--- src/rtl/ddr2_port_arbiter.sv ---
// Arbitrates the single DDR2 port between the core data path and a FIFO-staged
// UART DMA stream that fills a ring segment; grants are frozen while DDR2 stalls.
module ddr2_port_arbiter #(
    parameter logic [31:0] SEG_BASE   = 32'h0010_0000,
    parameter int          SEG_WORDS  = 512,
    parameter int          FIFO_DEPTH = 8,
    parameter int          HI_WATER   = 6
) (
    input  logic                            clock,
    input  logic                            reset,
    input  logic                            dma_ready,
    input  logic [31:0]                     dma_data,
    input  logic                            core_en,
    input  logic                            core_we,
    input  logic [31:0]                     core_addr,
    input  logic [31:0]                     core_wd,
    output logic [31:0]                     core_rd,
    output logic                            core_stall,
    output logic                            ddr_en,
    output logic                            ddr_we,
    output logic [31:0]                     ddr_addr,
    output logic [31:0]                     ddr_wd,
    input  logic [31:0]                     ddr_rd,
    input  logic                            ddr_stall,
    output logic [$clog2(SEG_WORDS)-1:0]    ring_ptr,
    output logic [$clog2(FIFO_DEPTH):0]     fifo_level,
    output logic                            overflow
);

    localparam int PTR_W = $clog2(SEG_WORDS);
    localparam int IDX_W = $clog2(FIFO_DEPTH);
    localparam int LVL_W = IDX_W + 1;

    typedef enum logic [1:0] {IDLE, LOCK_CORE, LOCK_DMA} state_t;
    typedef enum logic [1:0] {OWN_NONE, OWN_CORE, OWN_DMA} owner_t;

    state_t             state_q, state_d;
    owner_t             owner;
    logic [IDX_W-1:0]   wr_idx_q, wr_idx_d;
    logic [IDX_W-1:0]   rd_idx_q, rd_idx_d;
    logic [LVL_W-1:0]   level_q, level_d;
    logic [PTR_W-1:0]   ring_ptr_q, ring_ptr_d;
    logic               overflow_q, overflow_d;
    logic [31:0]        fifo_mem_q [FIFO_DEPTH];
    logic               fifo_full;
    logic               pop;
    logic               push_ok;

    assign fifo_full  = (level_q == LVL_W'(FIFO_DEPTH));
    assign ring_ptr   = ring_ptr_q;
    assign fifo_level = level_q;
    assign overflow   = overflow_q;

    // Ownership is combinational in IDLE so a grant costs no extra cycle.
    always_comb begin
        owner = OWN_NONE;
        case (state_q)
            LOCK_CORE: owner = OWN_CORE;
            LOCK_DMA:  owner = OWN_DMA;
            default: begin
                if (level_q >= LVL_W'(HI_WATER))
                    owner = OWN_DMA;
                else if (core_en)
                    owner = OWN_CORE;
                else if (level_q != '0)
                    owner = OWN_DMA;
            end
        endcase
    end

    always_comb begin
        ddr_en     = 1'b0;
        ddr_we     = 1'b0;
        ddr_addr   = '0;
        ddr_wd     = '0;
        core_rd    = '0;
        core_stall = 1'b0;
        case (owner)
            OWN_CORE: begin
                ddr_en     = core_en;
                ddr_we     = core_we;
                ddr_addr   = core_addr;
                ddr_wd     = core_wd;
                core_rd    = ddr_rd;
                core_stall = ddr_stall;
            end
            OWN_DMA: begin
                ddr_en     = 1'b1;
                ddr_we     = 1'b1;
                ddr_addr   = SEG_BASE + 32'(ring_ptr_q);
                ddr_wd     = fifo_mem_q[rd_idx_q];
                core_stall = core_en;
            end
            default: ;
        endcase
    end

    always_comb begin
        state_d    = state_q;
        pop        = (owner == OWN_DMA) && !ddr_stall;
        push_ok    = dma_ready && (!fifo_full || pop);
        wr_idx_d   = wr_idx_q;
        rd_idx_d   = rd_idx_q;
        level_d    = level_q;
        ring_ptr_d = ring_ptr_q;
        overflow_d = overflow_q | (dma_ready & fifo_full & !pop);

        case (state_q)
            IDLE: begin
                if (ddr_stall && owner == OWN_CORE && core_en)
                    state_d = LOCK_CORE;
                else if (ddr_stall && owner == OWN_DMA)
                    state_d = LOCK_DMA;
            end
            default: begin
                if (!ddr_stall)
                    state_d = IDLE;
            end
        endcase

        if (push_ok)
            wr_idx_d = wr_idx_q + IDX_W'(1);
        if (pop) begin
            rd_idx_d   = rd_idx_q + IDX_W'(1);
            ring_ptr_d = ring_ptr_q + PTR_W'(1);
        end
        if (push_ok && !pop)
            level_d = level_q + LVL_W'(1);
        else if (!push_ok && pop)
            level_d = level_q - LVL_W'(1);
    end

    always_ff @(posedge clock or posedge reset) begin
        if (reset) begin
            state_q    <= IDLE;
            wr_idx_q   <= '0;
            rd_idx_q   <= '0;
            level_q    <= '0;
            ring_ptr_q <= '0;
            overflow_q <= 1'b0;
        end else begin
            state_q    <= state_d;
            wr_idx_q   <= wr_idx_d;
            rd_idx_q   <= rd_idx_d;
            level_q    <= level_d;
            ring_ptr_q <= ring_ptr_d;
            overflow_q <= overflow_d;
        end
    end

    // Storage needs no reset: the level counter alone decides what is valid.
    always_ff @(posedge clock) begin
        if (push_ok)
            fifo_mem_q[wr_idx_q] <= dma_data;
    end

endmodule

--- config.mk ---
export PLATFORM = sky130hd
export DESIGN_NAME = ddr2_port_arbiter
export DESIGN_NICKNAME = d
export VERILOG_FILES = /design/src/rtl/ddr2_port_arbiter.sv
export SDC_FILE = /design/constraint.sdc
export NUM_CORES = 1
export LEC_CHECK = 0
export BUFFER_PORTS_ARGS = -buffer_cell sky130_fd_sc_hd__buf_4
export CAP_MARGIN = 30
export CORE_ASPECT_RATIO = 0.5
export CORE_MARGIN = 3
export CORE_UTILIZATION = 30
export DETAILED_ROUTE_END_ITERATION = 16
export SYNTH_ARGS = -nofsm -noshare
export SYNTH_HDL_FRONTEND = slang
export SYNTH_SLANG_ARGS = --single-unit
--- constraint.sdc ---
create_clock -name clock -period 4.6 [get_ports clock]
set_clock_uncertainty 0.15 [all_clocks]
set_input_delay 0.92 -clock clock [delete_from_list [all_inputs] [get_ports clock]]
set_output_delay 0.92 -clock clock [all_outputs]
set_load 0.01 [all_outputs]
Word-level counts from Yosys, hierarchy flattened
Memory sizes are Yosys's and may differ from the RTL's.
Index checks and enable logic that the tools add are counted.
{ "op_classes": {"n_addsub": 6, "mul": 0, "div_mod_pow": 0, "magnitude_cmp": 1, "n_eq_ne": 7, "shift": 0, "n_mux": 18, "n_bitwise": 3, "n_reduce_logical": 16} }
{ "op_table": {"columns": ["op", "count"], "rows": [
  ["$pmux 32 s2", 2],
  ["$mux 32", 1],
  ["$add 21x9->22 const A", 1],
  ["$mux 2", 7],
  ["$add 9x1->9 const B", 1],
  ["$mux 4", 2],
  ["$logic_and 1x1->1", 7],
  ["$add 3x1->3 const B", 2],
  ["$pmux 1 s2", 3],
  ["$add 4x1->4 const B", 1],
  ["$eq 2x1->1 const B", 2],
  ["$eq 2x2->1 const B", 2],
  ["$eq 4x4->1 const B", 1],
  ["$ge 4x3->1 const B", 1],
  ["$logic_not 1->1", 4],
  ["$pmux 2 s2", 1],
  ["$reduce_bool 4->1", 1],
  ["$sub 4x1->4 const B", 1],
  ["$ne 3x3->1 const B", 1],
  ["$and 1x1->1", 2],
  ["$logic_not 2->1", 1],
  ["$mux 1", 2],
  ["$ne 2x1->1 const B", 1],
  ["$reduce_and 2->1", 1],
  ["3 further kinds", 3]
]} }
{ "totals": {"ff_bits": 22, "latch_bits": 0, "mem_bits_rw": 256, "rom_bits": 0, "input_bits": 134, "output_inout_bits": 113, "wordCells": 58, "n_memories": 1} }
{ "memory_table": {"columns": ["memory", "words", "width", "read_ports", "rd_ports_with_merged_regs", "write_ports", "line", "source"], "rows": [
  ["fifo_mem_q", 8, 32, 1, 0, 1, "44", "logic [31:0] fifo_mem_q [FIFO_DEPTH];"]
]} }

Logic depth before layout (Yosys ltp)
Gate-level depths: netlist (run 1).
{ "logic_depth": {"ltp_word": 13, "mapped_depth": 18, "ltp_nobuf": 17} }

Worst setup path before layout (run 1)
Ideal clock, no wire load.
{ "synth_path": {"kind": "input to register", "startpoint": "in core_en", "endpoint": "mem fifo_mem_q[4][0], enable pin", "setup_time_ps": 468, "arrival_ps": 4527, "required_ps": 3982, "setup_slack_ps": -544, "path_stages": 10, "path_buffers": 1, "cell_sequence": "nor2_1 -> a2bb2oi_1 -> o31a_1 -> ha_1 -> nor2b_1 -> buf_4 -> inv_4 -> nand4b_4 -> nand3b_2 -> nor3b_1"} }
{ "synth_between": {"elab_chain_cells": 9} }
{ "synth_rtl": {"columns": ["item", "line", "source"], "rows": [
  ["start: declaration", "13", "input logic core_en,"],
  ["$mux 2", "63", "else if (core_en)"],
  ["$mux 2", "61", "if (level_q >= LVL_W'(HI_WATER))"],
  ["$pmux 2 s2", "57", "case (state_q)"],
  ["$eq 2x2->1", "100", "pop = (owner == OWN_DMA) && !ddr_stall;"],
  ["$logic_and 1x1->1", "100", null],
  ["$logic_or 1x1->1", "101", "push_ok = dma_ready && (!fifo_full || pop);"],
  ["$logic_and 1x1->1", "101", null],
  ["$mux 1", "153", "if (push_ok)"],
  ["$mux 1 (implied by the code)", "154", "fifo_mem_q[wr_idx_q] <= dma_data;"],
  ["end: declaration", "44", null]
]} }
No other way between the ends.

Worst setup path in the final report (run 1)
{ "layout_path": {"startpoint": "reg level_q[0], in the netlist fifo_level[0]", "endpoint": "out ddr_wd[17]"} }
{ "layout_between": {"elab_chain_cells": 7, "word_cells_on_any_way": 9, "classes_between": "order compare (1); eq/ne (2); mux (5); reduce/logical (1)"} }
{ "layout_rtl": {"columns": ["item", "line", "source"], "rows": [
  ["start: declaration", "41", "logic [LVL_W-1:0] level_q, level_d;"],
  ["start signal: assignment", "145", "level_q <= level_d;"],
  ["$reduce_bool 4->1", "65", "else if (level_q != '0)"],
  ["$mux 2", "65", null],
  ["$mux 2", "63", null],
  ["$mux 2 *", "61", null],
  ["$pmux 2 s2 *", "57", null],
  ["$eq 2x2->1 / $eq 2x1->1 (equally long branches)", "78", "case (owner)"],
  ["$pmux 32 s2 *", "78", null],
  ["end: declaration", "22", "output logic [31:0] ddr_wd,"]
]} }
Every way passes the cells marked *; elsewhere a longest branch is shown, timed or not.

==> results of run 1 <==
[registers in the layout, summed over array words and instances, names as in the netlist]
name and cells:
fifo_level 4, fifo_mem_q 256, overflow 1, rd_idx_q 3
ring_ptr 9, state_q 2, wr_idx_q 3
[power by group through the flow]
stage,sequential [mW],clock [mW],combinational [mW]
3_3_place_gp,3.51,0,4.34
6_report,3.48,2.18,4.33
5_1_grt,3.53,2.33,4.65
3_5_place_dp,3.54,0,4.40
4_1_cts,3.49,2.24,4.41
2_1_floorplan,3.40,0,2.87
[cells in the mapped netlist, drive strengths merged]
master and n:
a2111oi 1, a21boi 1, a21o 1, a21oi 2
a221o 1, a22o 10, a22oi 1, a2bb2oi 1
a31oi 1, a32o 1, and2 54, and2b 1
and3 1, buf 28, clkbuf 16, dfrtp 22
edfxtp 256, fa 1, ha 11, inv 9
mux2 66, mux4 32, nand2 54, nand2b 3
nand3 3, nand3b 2, nand4 4, nand4b 1
nor2 42, nor2b 2, nor3 3, nor3b 4
nor4 1, o21a 1, o21ai 4, o21bai 1
o22ai 32, o31a 1, o31ai 33, xnor2 11
xor2 3
[logic make-up after synthesis]
| logic type | Yosys count | synth area share [%] |
|---|---|---|
| DFF | 278 | 67.72 |
| AOI/OAI and AO/OA | 92 | 6.757 |
| xor gates and xnor gates | 14 | 1.008 |
| muxes | 98 | 12.93 |
| buffers and inverters | 53 | 2.612 |
| and+or+nand+nor | 175 | 7.683 |
| adders and majority gates | 12 | 1.296 |
[worst max-delay path, cell delays in order, from the launching register on]
cell and delay [ns]:
dfrtp_1 0.45, nor2_1 0.26, nor2_1 0.07, a2bb2oi_1 0.15
o31a_1 0.25, ha_1 0.34, nand2b_2 0.48, buf_12 0.32
o31ai_2 0.29, buf_4 0.17
[path summary, 6_finish.rpt]
check,startpoint,end,slack (ns)
hold / removal,overflow,overflow,0.32
max in group asynchronous,reset,rd_idx_q[0],3.30
setup reg to reg,fifo_level[0],fifo_level[3],0.62
min in group asynchronous,reset,rd_idx_q[1],0.40
setup / recovery,fifo_level[0],ddr_wd[17],0.18
hold reg to reg,overflow,overflow,0.32
[per-stage QoR]
stage	hold WS (ns)	power, mW
final	0.3228	9.990
after global routing	0.3722	10.50
after CTS	0.3292	10.13
after detailed placement	0.3158	7.936
after global placement	0.3276	7.847
after floorplan	0.3505	6.272
[per-layer routing]
metal  up-vias  track usage, %  part of all wire (%)
met1      3706           16.40                    42
met5         -               0                     0
met3        44           1.626                   3.0
li1       3304               -                     -
met4         0           3.103                   2.2
met2       128           24.59                    53
[layout make-up]
cell class	instances	area [um2]	area share [%]
flip-flops and latches	278	8243	52.83
multi-input cells	391	3696	23.69
repair buffers	272	2092	13.41
clock buffers	35	743.2	4.763
well taps	530	663.1	4.250
clock inverters	13	128.9	0.8260
inverters	9	36.28	0.2326
==> impl_metrics.toml, run 1 <==
[drt]
dr.pass1.iters = 5
viasPerCell = 4.700
first_iter_violations = 413
num_vias = 7182
drc = 0
avgRoutedWirePerCell_um = 19.45
ant_nets = 0
wirelength_um = 29720

[pwr]
clkPwrFrac_pct = 21.8
power_density_nw_per_um2 = 640.3
seqPwrFrac_pct = 34.8
p_sw_mw = 3.453
comb_power_share_pct = 43.4
swShare_pct = 34.56
vdd_drop_max_mv = 0.4190
p_int_mw = 6.537
leakagePower_nw = 5.828

[worst_hold_path]
holdPathStages = 1
hold_path_class = "reg2reg"

[final_layout]
final_cell_mix = "buf_4, edfxtp_1, and2_1, nand2_1, mux2_2"
final_cells = 1528
diodes = 0
syn2layout_area_growth_pct = 28.25
fillerInstances = 3648
design_area_um2 = 15600
fin_util_pct = 39.56
nets = 1125
drive_above_1_share_pct = 48.10
layout_commonest_cell = "buf_4"

[place]
dpl_cell_area_um2 = 14730
dp.cells = 1480
gp_congestion = 0.7884
portBuffers = 246
dpl.hpwl_um = 19750
pre_cts_slack_ns = 0.2522

[logic_synthesis]
syn-num-nets = 868
syn_inst = 722
syn_avg_cell_area_um2 = 16.85
synth-seq-cells = 278
ys_types = 54
ys_warn_count = 0
synth_area_leaders = "edfxtp_1, mux4_2, dfrtp_1"
synth_largest_area_cell = "edfxtp_1"
synth_top_area_share_pct = 63.19
syn_area_um2 = 12170
seq_area_frac_synth_pct = 67.72

[floorplanning]
die_h_um = 148.4
rows = 51
start_util_pct = 30.85
coreArea_um2 = 39440
pin_count = 247
die_w_um = 290.8
floorplan.die_area_um2 = 43150

[sta]
setup_tns_ns = 0
timing.final.crit_share_pct = 96.04
setup_violations = 0
fin_ws_ns = 0.1823
period_minus_slack_ns = 4.418
rsz0062_at_grt = "false"
drv_slew = 0
fmax_mhz = 226.4
worst_slew_pin_slew_ns = 0.8502
final_hold_viol_count = 0
maxSlewHeadroom_pct = 43.21

[setup_path]
path_class = "reg2out"
path_max_fanout = 18
reg2regPathDepth = 17
cp_data_required_time_ns = 3.53
setup.worst_path.end_class = "output port"
cp-start-kind = "register"
arrival_ns = 3.35

[clock_tree]
clk_pin_slew_ns = 0.06
ctsHoldBuffers = 0
clock-sinks = 278
clkLatencyLatePin_ns = 0.53
cts_tree = "done"
ctsHtreeMaxLevel = 1
cts_resized = 0
cts_root_buffer = "clkbuf_16"
cts_buffer_depth = 3
cts_buffers = 27
cts_setup_buffers = 0

[global_routing]
grt_usage_pct = 13.19
grt_max_degree = 49
grt_overflow = 0
grt_pass1_wl_um = 44930
antenna_found_initial = 0
grt_pass1_vias = 7634

[outcome]
status = "finished clean"

[job]
maxCapViolCount = 0
No activity file was read; power rests on OpenSTA's default activity.
==> run 2, diff against run 1 <==
- GPL_TIMING_DRIVEN: unset -> 0
==> impl_metrics.toml, run 2 (synthesis results as in run 1) <==
[worst_hold_path]
holdPathStages = 1
min_to = "overflow"
hold_path_class = "reg2reg"
hp-start = "overflow"

[drt]
num_vias = 7219
viasPerCell = 4.616
dr.pass1.iters = 4
drc = 0
wirelength_um = 30940
first_iter_violations = 403
ant_nets = 0
avgRoutedWirePerCell_um = 19.78

[pwr]
vdd_drop_max_mv = 0.3199
power_density_nw_per_um2 = 649.8
fin_total_pwr_mw = 10.40
leakagePower_nw = 6.004

[clock_tree]
clkLatencyLatePin_ns = 0.54
cts_buffer_depth = 3
ctsHtreeMaxLevel = 1
cts_root_buffer = "clkbuf_16"
clock-sinks = 278
cts_buffers = 28
cts_tree = "done"
ctsHoldBuffers = 0
clk_pin_slew_ns = 0.06

[setup_path]
reg2regPathDepth = 18
setup.worst_path.end_class = "output port"
regToRegStartpoint = "state_q[0]"
arrival_ns = 3.36
rrSetupSlack_ns = 0.47
r2r_end = "fifo_level[3]"
cp_data_required_time_ns = 3.53
cp-start-kind = "register"
path_class = "reg2out"
path_max_fanout = 10

[final_layout]
nets = 1157
largest_reg_flops = 256
fillerInstances = 3587
regMostFlops = "fifo_mem_q"
syn2layout_area_growth_pct = 31.52
layout_commonest_cell = "edfxtp_1"
final_cell_mix = "edfxtp_1, buf_4, and2_1, nand2_1, mux2_2"
design_area_um2 = 16000
final_cells = 1564
drive_above_1_share_pct = 48.21

[sta]
setup_tns_ns = 0
rsz0062_at_grt = "false"
final_hold_viol_count = 0
period_minus_slack_ns = 4.434
drv_slew = 0
setup_violations = 0
maxSlewHeadroom_pct = 36.67
worst_slew_pin_slew_ns = 0.9489
fin_ws_ns = 0.1662
timing.final.crit_share_pct = 96.39
fmax_mhz = 225.5

[floorplanning]
die_w_um = 290.8
floorplan.die_area_um2 = 43150
coreArea_um2 = 39440
start_util_pct = 30.85
die_h_um = 148.4
rows = 51
pin_count = 247

[global_routing]
grt_pass1_wl_um = 46060
grt_pass1_vias = 7578
grt_usage_pct = 13.86
antenna_found_initial = 1
grt_overflow = 0
grt_max_degree = 24

[place]
dp.cells = 1512
portBuffers = 246
pre_cts_slack_ns = 0.1400
gp_congestion = 0.7999
dpl_cell_area_um2 = 15030
dpl.hpwl_um = 21900

[job]
maxCapViolCount = 0

[outcome]
status = "finished clean"
==> run 2: cell count changes in the layout (fill, tap and decap cells not counted), moves of 3 or more <==
cell / delta
buf_2: +17
buf_8: +13
buf_4: -21
clkbuf_1: +11
clkbuf_8: -3
buf_16: +4
buf_6: +3
clkbuf_2: +3
==> run 2: metal layers <==
layer  GRT usage, %  wire length, um  up-vias
met5              0                0        -
met4          3.278              595        0
met3          1.626              789       40
met2          25.99            16580      114
met1          17.17            12980     3695
li1               -                -     3370
==> run 2: worst max-delay path by stage <==
stage	start	to	slack (ns)
6_report	state_q[0]	ddr_wd[28]	0.17
5_1_grt	fifo_level[0]	ddr_wd[15]	0.02
4_1_cts	state_q[0]	ddr_wd[13]	0.08
3_5_place_dp	core_en	ddr_wd[28]	0.14
3_3_place_gp	core_en	fifo_mem_q[6][21]	-1.27
2_1_floorplan	core_en	fifo_mem_q[6][0]	0.51
==> run 2: layout make-up <==
type	count	area, um2	share of cell area, %
Clock inverter	22	249.0	1.556
Tap cell	530	663.1	4.145
Multi-Input combinational cell	391	3701	23.13
Buffer	43	285.3	1.783
Inverter	9	36.28	0.2268
Clock buffer	30	708.2	4.426
Antenna cell	1	2.502	0.01564
Sequential cell	278	8238	51.49
Timing Repair Buffer	260	2117	13.23
==> run 2: power breakdown <==
group / switching [mW] / internal (mW)
Combinational: 2.47 / 2.22
Sequential: 0.191 / 3.19
Clock: 0.967 / 1.35
Total: 3.63 / 6.77
==> run 2: stage by stage <==
| step | utilization (%) | hold slack [ns] |
|---|---|---|
| final | 40.57 | 0.3434 |
| after floorplan | - | 0.3505 |
| after global placement | 37.29 | 0.3236 |
| after detailed placement | 38.11 | 0.3277 |
| after global routing | 40.57 | 0.3786 |
| after CTS | 40.53 | 0.3457 |
==> run 2: repair_timing <==
action                                  4_1_cts  5_1_grt
endpoints found under the hold margin         0        0
endpoints found under the setup margin       10       12
gates resized for setup                       1        6
buffers inserted                              0        0
==> run 2: critical path, cell delays in order (launching register included) <==
cell and delay (ns):
dfrtp_1 0.40, inv_1 0.09, ha_1 0.36, nand3b_1 0.17, o21a_1 0.19, ha_1 0.31
nand2b_1 0.15, buf_2 0.21, clkbuf_2 0.36, o31ai_2 0.39, buf_4 0.18
